$ cat src/rtl/memory_stage.sv
// memory_stage -- LEGv8 memory stage with the EX/MEM pipeline register.
//
// Captures the execute-stage results every cycle the stage is not stalled,
// resolves CBZ (PCSrc_M) and runs LDUR/STUR data-memory accesses over a
// req/ack handshake. While an access is outstanding the stage asserts
// stall_M so that everything upstream holds.
//
// Ports:
//   clk, reset          rising-edge clock, asynchronous active-low reset
//   valid_E, flush_E    execute-stage instruction valid / discard request
//   Branch_E, MemRead_E, MemWrite_E, zero_E   control and ALU flag
//   PCBranch_E, aluResult_E, writeData_E      execute-stage datapath values
//   dm_req, dm_we, dm_addr, dm_wdata          data-memory request side
//   dm_rdata, dm_ack                          data-memory response side
//   stall_M             hold execute stage and upstream
//   valid_M, PCSrc_M, PCBranch_M, aluResult_M, readData_M   stage outputs
//   err_M               01 misaligned, 10 bus timeout, 00 ok
module memory_stage #(
  parameter int N       = 64,
  parameter int TIMEOUT = 16
) (
  input  logic         clk,
  input  logic         reset,
  input  logic         valid_E,
  input  logic         flush_E,
  input  logic         Branch_E,
  input  logic         MemRead_E,
  input  logic         MemWrite_E,
  input  logic [N-1:0] PCBranch_E,
  input  logic [N-1:0] aluResult_E,
  input  logic [N-1:0] writeData_E,
  input  logic         zero_E,
  output logic         dm_req,
  output logic         dm_we,
  output logic [N-1:0] dm_addr,
  output logic [N-1:0] dm_wdata,
  input  logic [N-1:0] dm_rdata,
  input  logic         dm_ack,
  output logic         stall_M,
  output logic         valid_M,
  output logic         PCSrc_M,
  output logic [N-1:0] PCBranch_M,
  output logic [N-1:0] aluResult_M,
  output logic [N-1:0] readData_M,
  output logic [1:0]   err_M
);

  // The counter only needs to reach TIMEOUT-1: the exit decision is taken
  // on the edge that ends the TIMEOUT-th BUS cycle.
  localparam int CW = (TIMEOUT > 1) ? $clog2(TIMEOUT) : 1;
  localparam logic [CW-1:0] CNT_LAST = CW'((TIMEOUT > 0) ? TIMEOUT - 1 : 0);

  typedef enum logic [1:0] {
    IDLE = 2'd0,
    BUS  = 2'd1,
    DONE = 2'd2
  } state_t;

  state_t state, state_next;

  logic          valid_cap;
  logic          branch;
  logic          zero;
  logic          mem_read;
  logic          mem_write;
  logic [N-1:0]  write_data;
  logic [CW-1:0] cnt;

  logic capture;
  logic mem_op_e;
  logic aligned_e;
  logic timeout_hit;
  logic read_op;

  assign capture   = (state != BUS);
  assign mem_op_e  = valid_E & ~flush_E & (MemRead_E | MemWrite_E);
  assign aligned_e = (aluResult_E[2:0] == 3'b000);
  // Read+write together is treated as a write, so only a pure read loads data.
  assign read_op   = mem_read & ~mem_write;
  assign timeout_hit = (TIMEOUT != 0) && (cnt == CNT_LAST);

  always_comb begin
    state_next = state;
    case (state)
      IDLE, DONE: state_next = (mem_op_e && aligned_e) ? BUS : IDLE;
      BUS:        if (dm_ack || timeout_hit) state_next = DONE;
      default:    state_next = IDLE;
    endcase
  end

  always_comb begin
    dm_req   = (state == BUS);
    dm_we    = dm_req & mem_write;
    dm_addr  = dm_req ? aluResult_M : '0;
    dm_wdata = dm_req ? write_data : '0;
    stall_M  = dm_req;
    valid_M  = valid_cap & (state != BUS);
    PCSrc_M  = valid_M & branch & zero;
  end

  always_ff @(posedge clk or negedge reset) begin
    if (!reset) begin
      state       <= IDLE;
      valid_cap   <= 1'b0;
      branch      <= 1'b0;
      zero        <= 1'b0;
      mem_read    <= 1'b0;
      mem_write   <= 1'b0;
      write_data  <= '0;
      PCBranch_M  <= '0;
      aluResult_M <= '0;
      readData_M  <= '0;
      err_M       <= 2'b00;
      cnt         <= '0;
    end else begin
      state <= state_next;
      if (capture) begin
        valid_cap   <= valid_E & ~flush_E;
        branch      <= Branch_E;
        zero        <= zero_E;
        mem_read    <= MemRead_E;
        mem_write   <= MemWrite_E;
        write_data  <= writeData_E;
        PCBranch_M  <= PCBranch_E;
        aluResult_M <= aluResult_E;
        // A misaligned access never reaches the bus; it just reports here.
        err_M       <= (mem_op_e && !aligned_e) ? 2'b01 : 2'b00;
        cnt         <= '0;
      end else if (dm_ack) begin
        // Ack beats a coincident timeout.
        cnt <= '0;
        if (read_op) readData_M <= dm_rdata;
      end else if (timeout_hit) begin
        cnt        <= '0;
        err_M      <= 2'b10;
        readData_M <= '0;
      end else begin
        cnt <= cnt + 1'b1;
      end
    end
  end

endmodule

$ cat config.mk
export PLATFORM = sky130hd
export DESIGN_NAME = memory_stage
export DESIGN_NICKNAME = d
export VERILOG_FILES = /design/src/rtl/memory_stage.sv
export SDC_FILE = /design/constraint.sdc
export NUM_CORES = 1
export LEC_CHECK = 0
export CAP_MARGIN = 40
export CORE_AREA = 2 2 230 232
export CTS_CLUSTER_DIAMETER = 200
export DETAILED_ROUTE_END_ITERATION = 10
export DIE_AREA = 0 0 232 234
export HOLD_SLACK_MARGIN = 0.15
export RECOVER_POWER = 100
export SLEW_MARGIN = 20
export SYNTH_ARGS = -nofsm -noshare
export SYNTH_HDL_FRONTEND = slang
export SYNTH_SLANG_ARGS = --single-unit
export TNS_END_PERCENT = 1
$ cat constraint.sdc
create_clock -name clk -period 2.36 [get_ports clk]
set_input_delay 0.59 -clock clk [delete_from_list [all_inputs] [get_ports clk]]
set_output_delay 0.59 -clock clk [all_outputs]
set_load 0.05 [all_outputs]
==> metrics.txt, run 1 <==
# TYPE chip_impl_metric gauge
chip_impl_info{name="clock_tree_from_tritoncts",value="built"} 1
chip_impl_metric{name="worst_clock_skew",unit="ns"} 0.01169
chip_impl_metric{name="cp_data_required_time",unit="ns"} 1.77
chip_impl_info{name="worstReg2RegStart",value="state[0]"} 1
chip_impl_metric{name="worst_pin_slew",unit="ns"} 1.394
chip_impl_metric{name="finalWeightedCongestion",unit=""} 0.8457
chip_impl_metric{name="critical_path_arrival",unit="ns"} 1.78
chip_impl_metric{name="floorplan.die.height",unit="um"} 234
chip_impl_metric{name="numPortBuffers",unit=""} 591
chip_impl_metric{name="vias",unit=""} 8970
chip_impl_metric{name="rr_worst_depth",unit=""} 6
chip_impl_metric{name="power_leakage",unit="uW"} 0.009613
chip_impl_info{name="failed_checks",value="setup timing"} 1
chip_impl_metric{name="slew_headroom",unit="%"} 7.046
chip_impl_metric{name="critical_path.n_buffers_inverters",unit=""} 3
chip_impl_metric{name="clock_power_share",unit="%"} 37.0
chip_impl_info{name="worstSetupEndpoint",value="dm_wdata[39]"} 1
chip_impl_metric{name="design.portCount",unit=""} 592
chip_impl_metric{name="powerDensity",unit="mW/mm^2"} 713.3
chip_impl_metric{name="gr-total-overflow",unit=""} 0
chip_impl_metric{name="via_count_of_the_first_global_routing_pass",unit=""} 9460
chip_impl_metric{name="irDropWorstVdd",unit="mV"} 0.3869
chip_impl_info{name="layout_commonest_cell",value="sky130_fd_sc_hd__clkdlybuf4s50_1"} 1
chip_impl_metric{name="drt-initial-drc-count",unit=""} 298
chip_impl_metric{name="worst_setup_hold_path_clk_slew",unit="ns"} 0.06
chip_impl_metric{name="rrSetupSlack",unit="ns"} 0.27
chip_impl_metric{name="seqPwrFrac",unit="%"} 37.2
chip_impl_metric{name="synth_top_area_share",unit="%"} 64.77
chip_impl_metric{name="detail_route.wirelength",unit="um"} 39700
chip_impl_metric{name="report.final.hold_viol_count",unit=""} 0
chip_impl_metric{name="drv.max_cap_violation_count",unit=""} 0
chip_impl_metric{name="setup_ws",unit="ns"} -0.009431
chip_impl_metric{name="layout-drive-gt1-share",unit="%"} 22.87
chip_impl_metric{name="synth.yosys.seq_area_share",unit="%"} 64.77
chip_impl_metric{name="max_stage_delay",unit="ns"} 0.40
chip_impl_metric{name="yosysWarnings",unit=""} 0
chip_impl_metric{name="floorplan.rows",unit=""} 84
chip_impl_info{name="worst_hold_path_type",value="reg2reg"} 1
chip_impl_metric{name="fmax",unit="MHz"} 422.0
chip_impl_metric{name="nFillCells",unit=""} 5024
chip_impl_metric{name="drt-wirelength-per-cell",unit="um"} 18.12
chip_impl_metric{name="detail-route-antenna-nets",unit=""} 0
chip_impl_metric{name="cts-htree-levels",unit=""} 2
chip_impl_metric{name="insertion_delay",unit="ns"} 0.53
chip_impl_metric{name="nNetsFinal",unit=""} 1742
chip_impl_metric{name="critical_path.max_fanout",unit=""} 18
chip_impl_metric{name="starting_density_of_the_core",unit="%"} 19.98
chip_impl_info{name="critical_path.top_delay_family",value="buffers and inverters"} 1
chip_impl_metric{name="switching_share",unit="%"} 31.31
chip_impl_info{name="setup.worst_path.start_class",value="flop"} 1
chip_impl_metric{name="syn_to_final_growth",unit="%"} 92.50
chip_impl_metric{name="synth_nets",unit=""} 1149
chip_impl_metric{name="number_of_optimization_iterations_in_the_first_detailed_route_pass",unit=""} 4
chip_impl_metric{name="syn-instance-count",unit=""} 883
chip_impl_info{name="rr_endpoint",value="PCBranch_M[51]"} 1
chip_impl_metric{name="numClockSinks",unit=""} 269
chip_impl_metric{name="finalCritPeriodShare",unit="%"} 100.4
chip_impl_info{name="post_synth_main_area_contributors",value="sky130_fd_sc_hd__dfrtp_1 65%, sky130_fd_sc_hd__a21o_1 9.3%, sky130_fd_sc_hd__and2_1 7.8%, sky130_fd_sc_hd__nand2_1 7.4%, sky130_fd_sc_hd__a22o_1 5.4%"} 1
chip_impl_metric{name="synthesis.area",unit="sq mm"} 0.01039
chip_impl_metric{name="intPower",unit="uW"} 9802
chip_impl_metric{name="floorplan.core_area",unit="sq mm"} 0.05202
chip_impl_metric{name="grt_max_degree",unit=""} 71
chip_impl_metric{name="route.detailed.vias_per_inst",unit=""} 4.094
chip_impl_metric{name="grt_first_pass_wirelength",unit="um"} 57900
chip_impl_metric{name="initial_antenna_violation_count",unit=""} 1
chip_impl_metric{name="final_util",unit="%"} 38.45
chip_impl_metric{name="hpwlAfterDp",unit="um"} 27860
chip_impl_metric{name="combinationalPowerShare",unit="%"} 25.8
chip_impl_metric{name="die_area",unit="sq mm"} 0.05429
chip_impl_info{name="cp-startpoint",value="state[0]"} 1
chip_impl_metric{name="worstSetupPathDepth",unit=""} 5
chip_impl_metric{name="synthDistinctLibCells",unit=""} 29
chip_impl_metric{name="pre_cts_ws",unit="ns"} 0.1338
chip_impl_info{name="synth_area_leader_cell",value="sky130_fd_sc_hd__dfrtp_1"} 1
chip_impl_info{name="critical_path_class",value="reg2out"} 1
chip_impl_info{name="cts.root.buffer_cell",value="sky130_fd_sc_hd__clkbuf_16"} 1
chip_impl_info{name="sequence_of_cells_on_the_critical_path",value="nand2b_4 -> clkinv_8 -> clkbuf_16 -> and2_1 -> buf_12"} 1
chip_impl_metric{name="net_switching_power_figure",unit="uW"} 4468
chip_impl_metric{name="drt_drc_violations_left",unit=""} 0
chip_impl_metric{name="cts_buffer_depth",unit=""} 3
chip_impl_metric{name="finalSetupViolations",unit=""} 6
chip_impl_metric{name="floorplan.die.width",unit="um"} 232
chip_impl_info{name="timing.critical_path.to_type",value="primary output"} 1
chip_impl_metric{name="final.min_clock_period",unit="ns"} 2.369
chip_impl_info{name="unrepaired_setup_endpoints_after_global_routing",value="yes"} 1
chip_impl_metric{name="number_of_buffers_added_by_the_clock_tree_synthesis_step",unit=""} 34
chip_impl_info{name="mostFrequentLayoutCells",value="413 x sky130_fd_sc_hd__clkdlybuf4s50_1, 269 x sky130_fd_sc_hd__dfrtp_1, 206 x sky130_fd_sc_hd__nand2_1"} 1
chip_impl_metric{name="slew_violations",unit=""} 0
chip_impl_metric{name="flop_and_latch_count_out_of_synthesis",unit=""} 269
chip_impl_info{name="worst_path_max_delay_cell",value="sky130_fd_sc_hd__dfrtp_1"} 1
chip_impl_metric{name="grt.total_usage",unit="%"} 13.94
chip_impl_metric{name="syn_area_per_cell",unit="sq um"} 11.77
chip_impl_info{name="status",value="complete, but fails checks"} 1
-- Yosys cell counts --
cell,count
sky130_fd_sc_hd__a211o_1,1
sky130_fd_sc_hd__a21o_1,129
sky130_fd_sc_hd__a22o_1,64
sky130_fd_sc_hd__a31oi_1,1
sky130_fd_sc_hd__and2_1,130
sky130_fd_sc_hd__and3_1,2
sky130_fd_sc_hd__buf_2,6
sky130_fd_sc_hd__buf_4,8
sky130_fd_sc_hd__buf_6,14
sky130_fd_sc_hd__clkbuf_1,22
sky130_fd_sc_hd__clkbuf_2,9
sky130_fd_sc_hd__dfrtp_1,269
sky130_fd_sc_hd__ha_1,1
sky130_fd_sc_hd__inv_1,1
sky130_fd_sc_hd__inv_2,1
sky130_fd_sc_hd__nand2_1,206
sky130_fd_sc_hd__nand2b_1,2
sky130_fd_sc_hd__nand3_1,2
sky130_fd_sc_hd__nor2_1,4
sky130_fd_sc_hd__nor2b_1,1
sky130_fd_sc_hd__nor3_1,2
sky130_fd_sc_hd__nor3_4,1
sky130_fd_sc_hd__o21a_1,1
sky130_fd_sc_hd__o21ai_0,1
sky130_fd_sc_hd__o31ai_1,1
sky130_fd_sc_hd__o32ai_1,1
sky130_fd_sc_hd__or3_1,1
sky130_fd_sc_hd__xnor2_1,1
sky130_fd_sc_hd__xor2_1,1
-- worst reg2reg max path, cell delays in order (launching register included) --
cell	delay (ns)
sky130_fd_sc_hd__dfrtp_1	0.40
sky130_fd_sc_hd__nand2b_4	0.13
sky130_fd_sc_hd__buf_4	0.13
sky130_fd_sc_hd__buf_4	0.48
sky130_fd_sc_hd__buf_4	0.64
sky130_fd_sc_hd__nand2_1	0.15
sky130_fd_sc_hd__nand2_1	0.09
-- power by group through the flow --
stage,sequential (uW),clock [uW],combinational (uW)
6_report,5310,5280,3680
5_1_grt,5370,5690,3840
4_1_cts,5310,5490,3700
3_5_place_dp,5370,0,3680
3_3_place_gp,5370,0,3650
2_1_floorplan,6680,0,635
-- cell type report --
cell class	instances	area, sq um	area share (%)
inverters	2	20.02	0.1001
multi-input cells	553	3607	18.03
well taps	688	860.8	4.303
diodes	3	7.507	0.03753
clock buffers	53	1076	5.379
clock inverters	7	62.56	0.3127
repair buffers	616	7640	38.19
flip-flops and latches	269	6731	33.65
-- how the worst min path moves through the flow --
stage | depth (start not counted) | to | from | slack (ns)
final | 1 | cnt[0] | cnt[0] | 0.46
after detailed placement | 2 | PCBranch_M[61] | PCBranch_M[61] | 0.46
after CTS | 1 | cnt[0] | cnt[0] | 0.46
after global placement | 2 | valid_cap | valid_cap | 0.44
after floorplan | 0 | PCBranch_M[0] | reset | 0.29
after global routing | 2 | PCBranch_M[61] | PCBranch_M[61] | 0.48
-- stage by stage --
stage                     cell area [sq um]  hold slack, ns  power, uW  cells  TNS [ns]
after global placement                18360          0.4439       9022   2121         0
after detailed placement              18360          0.4557       9053   2121         0
after CTS                             19710          0.4632      14500   2184    -13.18
after global routing                  20000          0.4801      14900   2189    -7.908
after floorplan                       10390          0.2944       7310    883         0
final                                 20010          0.4624      14270   2191  -0.03817
-- flip-flops by register name, summed over array words and instances, names as in the netlist --
signal,count
zero,1
valid_cap,1
readData_M,64
cnt,4
mem_read,1
state,2
mem_write,1
err_M,2
aluResult_M,64
write_data,64
branch,1
PCBranch_M,64
-- kinds of logic after synthesis --
logic type / after synthesis / synth area share (%)
AND/OR/NAND/NOR: 351 / 16.12
flip-flops: 269 / 64.77
AO/OA/AOI/OAI: 199 / 15.13
buffers and inverters: 61 / 3.684
XOR/XNOR: 2 / 0.1686
adder cells (fa/ha/maj): 1 / 0.1204
-- routing by layer --
metal | vias to the layer above | part of all wire, % | routed length, um | GRT usage (%)
met2 | 342 | 51 | 20160 | 23.66
li1 | 4115 | - | - | -
met3 | 65 | 8.4 | 3319 | 4.596
met1 | 4448 | 38 | 15070 | 16.24
met4 | 0 | 2.9 | 1152 | 5.589
met5 | - | 0 | 0 | 0
-- timing repair --
action	CTS	global route
endpoints found under the hold margin	36	0
setup buffers	0	2
hold buffers	1	0
resized for setup	90	93
setup endpoints to repair	150	150
pin swaps	38	77
cloned	2	2
Note: power is estimated with default switching activity, not from simulation.
==> run 2: changes to the inputs <==
- CORE_AREA: 2 2 230 232 -> 2 2 228 230
- CTS_CLUSTER_DIAMETER: 200 -> 30
- DIE_AREA: 0 0 232 234 -> 0 0 230 232
==> metrics.txt, run 2 (same netlist as run 1, synthesis figures left out) <==
# TYPE chip_impl_metric gauge
chip_impl_info{name="status",value="complete, but fails checks"} 1
chip_impl_info{name="failed_checks",value="capacitance limit, slew limit, setup timing"} 1
chip_impl_metric{name="worst_pin_slew",unit="ns"} 1.693
chip_impl_metric{name="setup_ws",unit="ns"} -0.05090
chip_impl_metric{name="drt-wirelength-per-cell",unit="um"} 17.95
chip_impl_metric{name="detail_route.wirelength",unit="um"} 40900
chip_impl_metric{name="floorplan.core_area",unit="sq mm"} 0.05089
chip_impl_metric{name="initial_antenna_violation_count",unit=""} 4
chip_impl_metric{name="vias",unit=""} 9335
chip_impl_metric{name="drt_drc_violations_left",unit=""} 0
chip_impl_metric{name="powerDensity",unit="mW/mm^2"} 935.2
chip_impl_metric{name="finalCritPeriodShare",unit="%"} 102.2
chip_impl_metric{name="power_leakage",unit="uW"} 0.01074
chip_impl_metric{name="floorplan.die.height",unit="um"} 232
chip_impl_metric{name="irDropWorstVdd",unit="mV"} 0.6778
chip_impl_info{name="worst_path_max_delay_cell",value="sky130_fd_sc_hd__dfrtp_1"} 1
chip_impl_info{name="sequence_of_cells_on_the_critical_path",value="nand2b_4 -> inv_12 -> buf_16 -> and2_4 -> buf_12"} 1
chip_impl_metric{name="floorplan.rows",unit=""} 83
chip_impl_info{name="clock_tree_from_tritoncts",value="built"} 1
chip_impl_metric{name="hpwlAfterDp",unit="um"} 29030
chip_impl_info{name="worst_hold_path_type",value="reg2reg"} 1
chip_impl_metric{name="critical_path.n_buffers_inverters",unit=""} 3
chip_impl_metric{name="cts-htree-levels",unit=""} 3
chip_impl_info{name="mostFrequentLayoutCells",value="269 x sky130_fd_sc_hd__dfrtp_1, 263 x sky130_fd_sc_hd__clkdlybuf4s50_1, 206 x sky130_fd_sc_hd__nand2_1"} 1
chip_impl_metric{name="setup_tns",unit="ns"} -1.223
chip_impl_info{name="timing.critical_path.to_type",value="primary output"} 1
chip_impl_info{name="critical_path.top_delay_family",value="buffers and inverters"} 1
chip_impl_info{name="holdPathEnd",value="PCBranch_M[14]"} 1
chip_impl_metric{name="max_stage_delay",unit="ns"} 0.35
chip_impl_metric{name="grt.total_usage",unit="%"} 15.03
chip_impl_metric{name="worst_setup_hold_path_clk_slew",unit="ns"} 0.04
chip_impl_metric{name="finalWeightedCongestion",unit=""} 0.8317
chip_impl_metric{name="critical_path.max_fanout",unit=""} 28
chip_impl_metric{name="rr_worst_depth",unit=""} 4
chip_impl_metric{name="slew_headroom",unit="%"} -12.86
chip_impl_metric{name="drv.max_cap_violation_count",unit=""} 1
chip_impl_metric{name="rrSetupSlack",unit="ns"} 0.49
chip_impl_metric{name="numPortBuffers",unit=""} 591
chip_impl_info{name="setup.worst_path.start_class",value="flop"} 1
chip_impl_info{name="cts.root.buffer_cell",value="sky130_fd_sc_hd__clkbuf_16"} 1
chip_impl_metric{name="die_area",unit="sq mm"} 0.05336
chip_impl_metric{name="insertion_delay",unit="ns"} 0.60
chip_impl_metric{name="worst_clock_skew",unit="ns"} 0.02283
chip_impl_metric{name="starting_density_of_the_core",unit="%"} 20.42
chip_impl_metric{name="whs_path_depth",unit=""} 2
chip_impl_metric{name="nNetsFinal",unit=""} 1798
chip_impl_metric{name="finalSetupViolations",unit=""} 52
chip_impl_metric{name="number_of_optimization_iterations_in_the_first_detailed_route_pass",unit=""} 4
chip_impl_metric{name="syn_to_final_growth",unit="%"} 108.0
chip_impl_metric{name="grt_first_pass_wirelength",unit="um"} 61350
chip_impl_metric{name="layout-drive-gt1-share",unit="%"} 27.86
chip_impl_metric{name="slew_violations",unit=""} 53
chip_impl_metric{name="final.min_clock_period",unit="ns"} 2.411
chip_impl_info{name="worst_hold_path_startpoint",value="PCBranch_M[14]"} 1
chip_impl_info{name="layout_commonest_cell",value="sky130_fd_sc_hd__dfrtp_1"} 1
chip_impl_metric{name="report.final.hold_viol_count",unit=""} 0
chip_impl_metric{name="gr-total-overflow",unit=""} 0
chip_impl_metric{name="numClockSinks",unit=""} 269
chip_impl_info{name="unrepaired_setup_endpoints_after_global_routing",value="yes"} 1
chip_impl_metric{name="cp_data_required_time",unit="ns"} 1.77
chip_impl_info{name="critical_path_class",value="reg2out"} 1
chip_impl_metric{name="design.portCount",unit=""} 592
chip_impl_metric{name="detail-route-antenna-nets",unit=""} 0
chip_impl_metric{name="fmax",unit="MHz"} 414.8
chip_impl_metric{name="pre_cts_ws",unit="ns"} 0.1609
chip_impl_metric{name="via_count_of_the_first_global_routing_pass",unit=""} 10240
chip_impl_metric{name="critical_path_arrival",unit="ns"} 1.82
chip_impl_info{name="worstReg2RegStart",value="state[0]"} 1
chip_impl_info{name="rr_endpoint",value="aluResult_M[31]"} 1
chip_impl_metric{name="drt-initial-drc-count",unit=""} 256
chip_impl_metric{name="route.detailed.vias_per_inst",unit=""} 4.098
chip_impl_metric{name="cts_buffer_depth",unit=""} 3
chip_impl_metric{name="grt_max_degree",unit=""} 115
chip_impl_metric{name="number_of_buffers_added_by_the_clock_tree_synthesis_step",unit=""} 80
chip_impl_metric{name="floorplan.die.width",unit="um"} 230
run 2: power by group:
part | total, uW | internal (uW) | switching (uW)
clock network | 11400 | 8210 | 3190
logic | 3480 | 1290 | 2190
registers | 5320 | 5090 | 233
total | 20200 | 14600 | 5620
run 2: worst max-delay path by stage:
stage               cells after the start  slack, ns        endpoint      from
floorplan                               5       0.07         PCSrc_M  state[0]
global placement                        5       0.23  readData_M[43]    dm_ack
detailed placement                      5       0.16  readData_M[49]    dm_ack
CTS                                     5      -0.15     dm_addr[23]  state[1]
global route                            5      -0.14    dm_wdata[44]  state[1]
finish                                  5      -0.05     dm_addr[24]  state[1]
run 2: repair_timing:
action                                 in CTS  in global routing
hold buffers                                1                  0
endpoints found under the hold margin      42                  0
buffers inserted                            3                  0
setup endpoints to repair                 301                142
pin swaps                                  51                 47
gates resized for setup                   281                 56
cloned                                      2                  1
run 2: layout make-up:
| cell class | instances | area [sq um] |
|---|---|---|
| fillers | 4765 | 29270 |
| repair buffers | 626 | 7488 |
| flip-flops and latches | 269 | 6731 |
| multi-input cells | 553 | 3607 |
| clock buffers | 101 | 2201 |
| well taps | 680 | 850.8 |
| clock inverters | 46 | 713.2 |
| inverters | 2 | 20.02 |
| diodes | 1 | 2.502 |
run 2: layer usage:
| layer | GRT usage [%] | up-vias | wire [um] |
|---|---|---|---|
| met5 | 0 | - | 16 |
| met4 | 7.379 | 2 | 1526 |
| met3 | 6.225 | 91 | 3887 |
| met2 | 25.12 | 430 | 20090 |
| met1 | 16.48 | 4550 | 15380 |
| li1 | - | 4262 | - |
run 2: per-stage QoR:
stage	cell area [sq um]	utilization (%)	instances	total power [uW]	hold slack [ns]
after floorplan	10390	-	883	7310	0.2944
after global placement	18420	36.19	2123	9043	0.4456
after detailed placement	18420	36.19	2123	9068	0.4547
after CTS	21460	42.17	2276	20480	0.4589
after global routing	21610	42.47	2277	20970	0.4787
final	21610	42.48	2278	20210	0.4532
run 2: worst min-delay path, cell delays in order (launching register included):
cell                      delay (ns)
sky130_fd_sc_hd__dfrtp_1        0.33
sky130_fd_sc_hd__nand2_1        0.05
sky130_fd_sc_hd__nand2_1        0.05
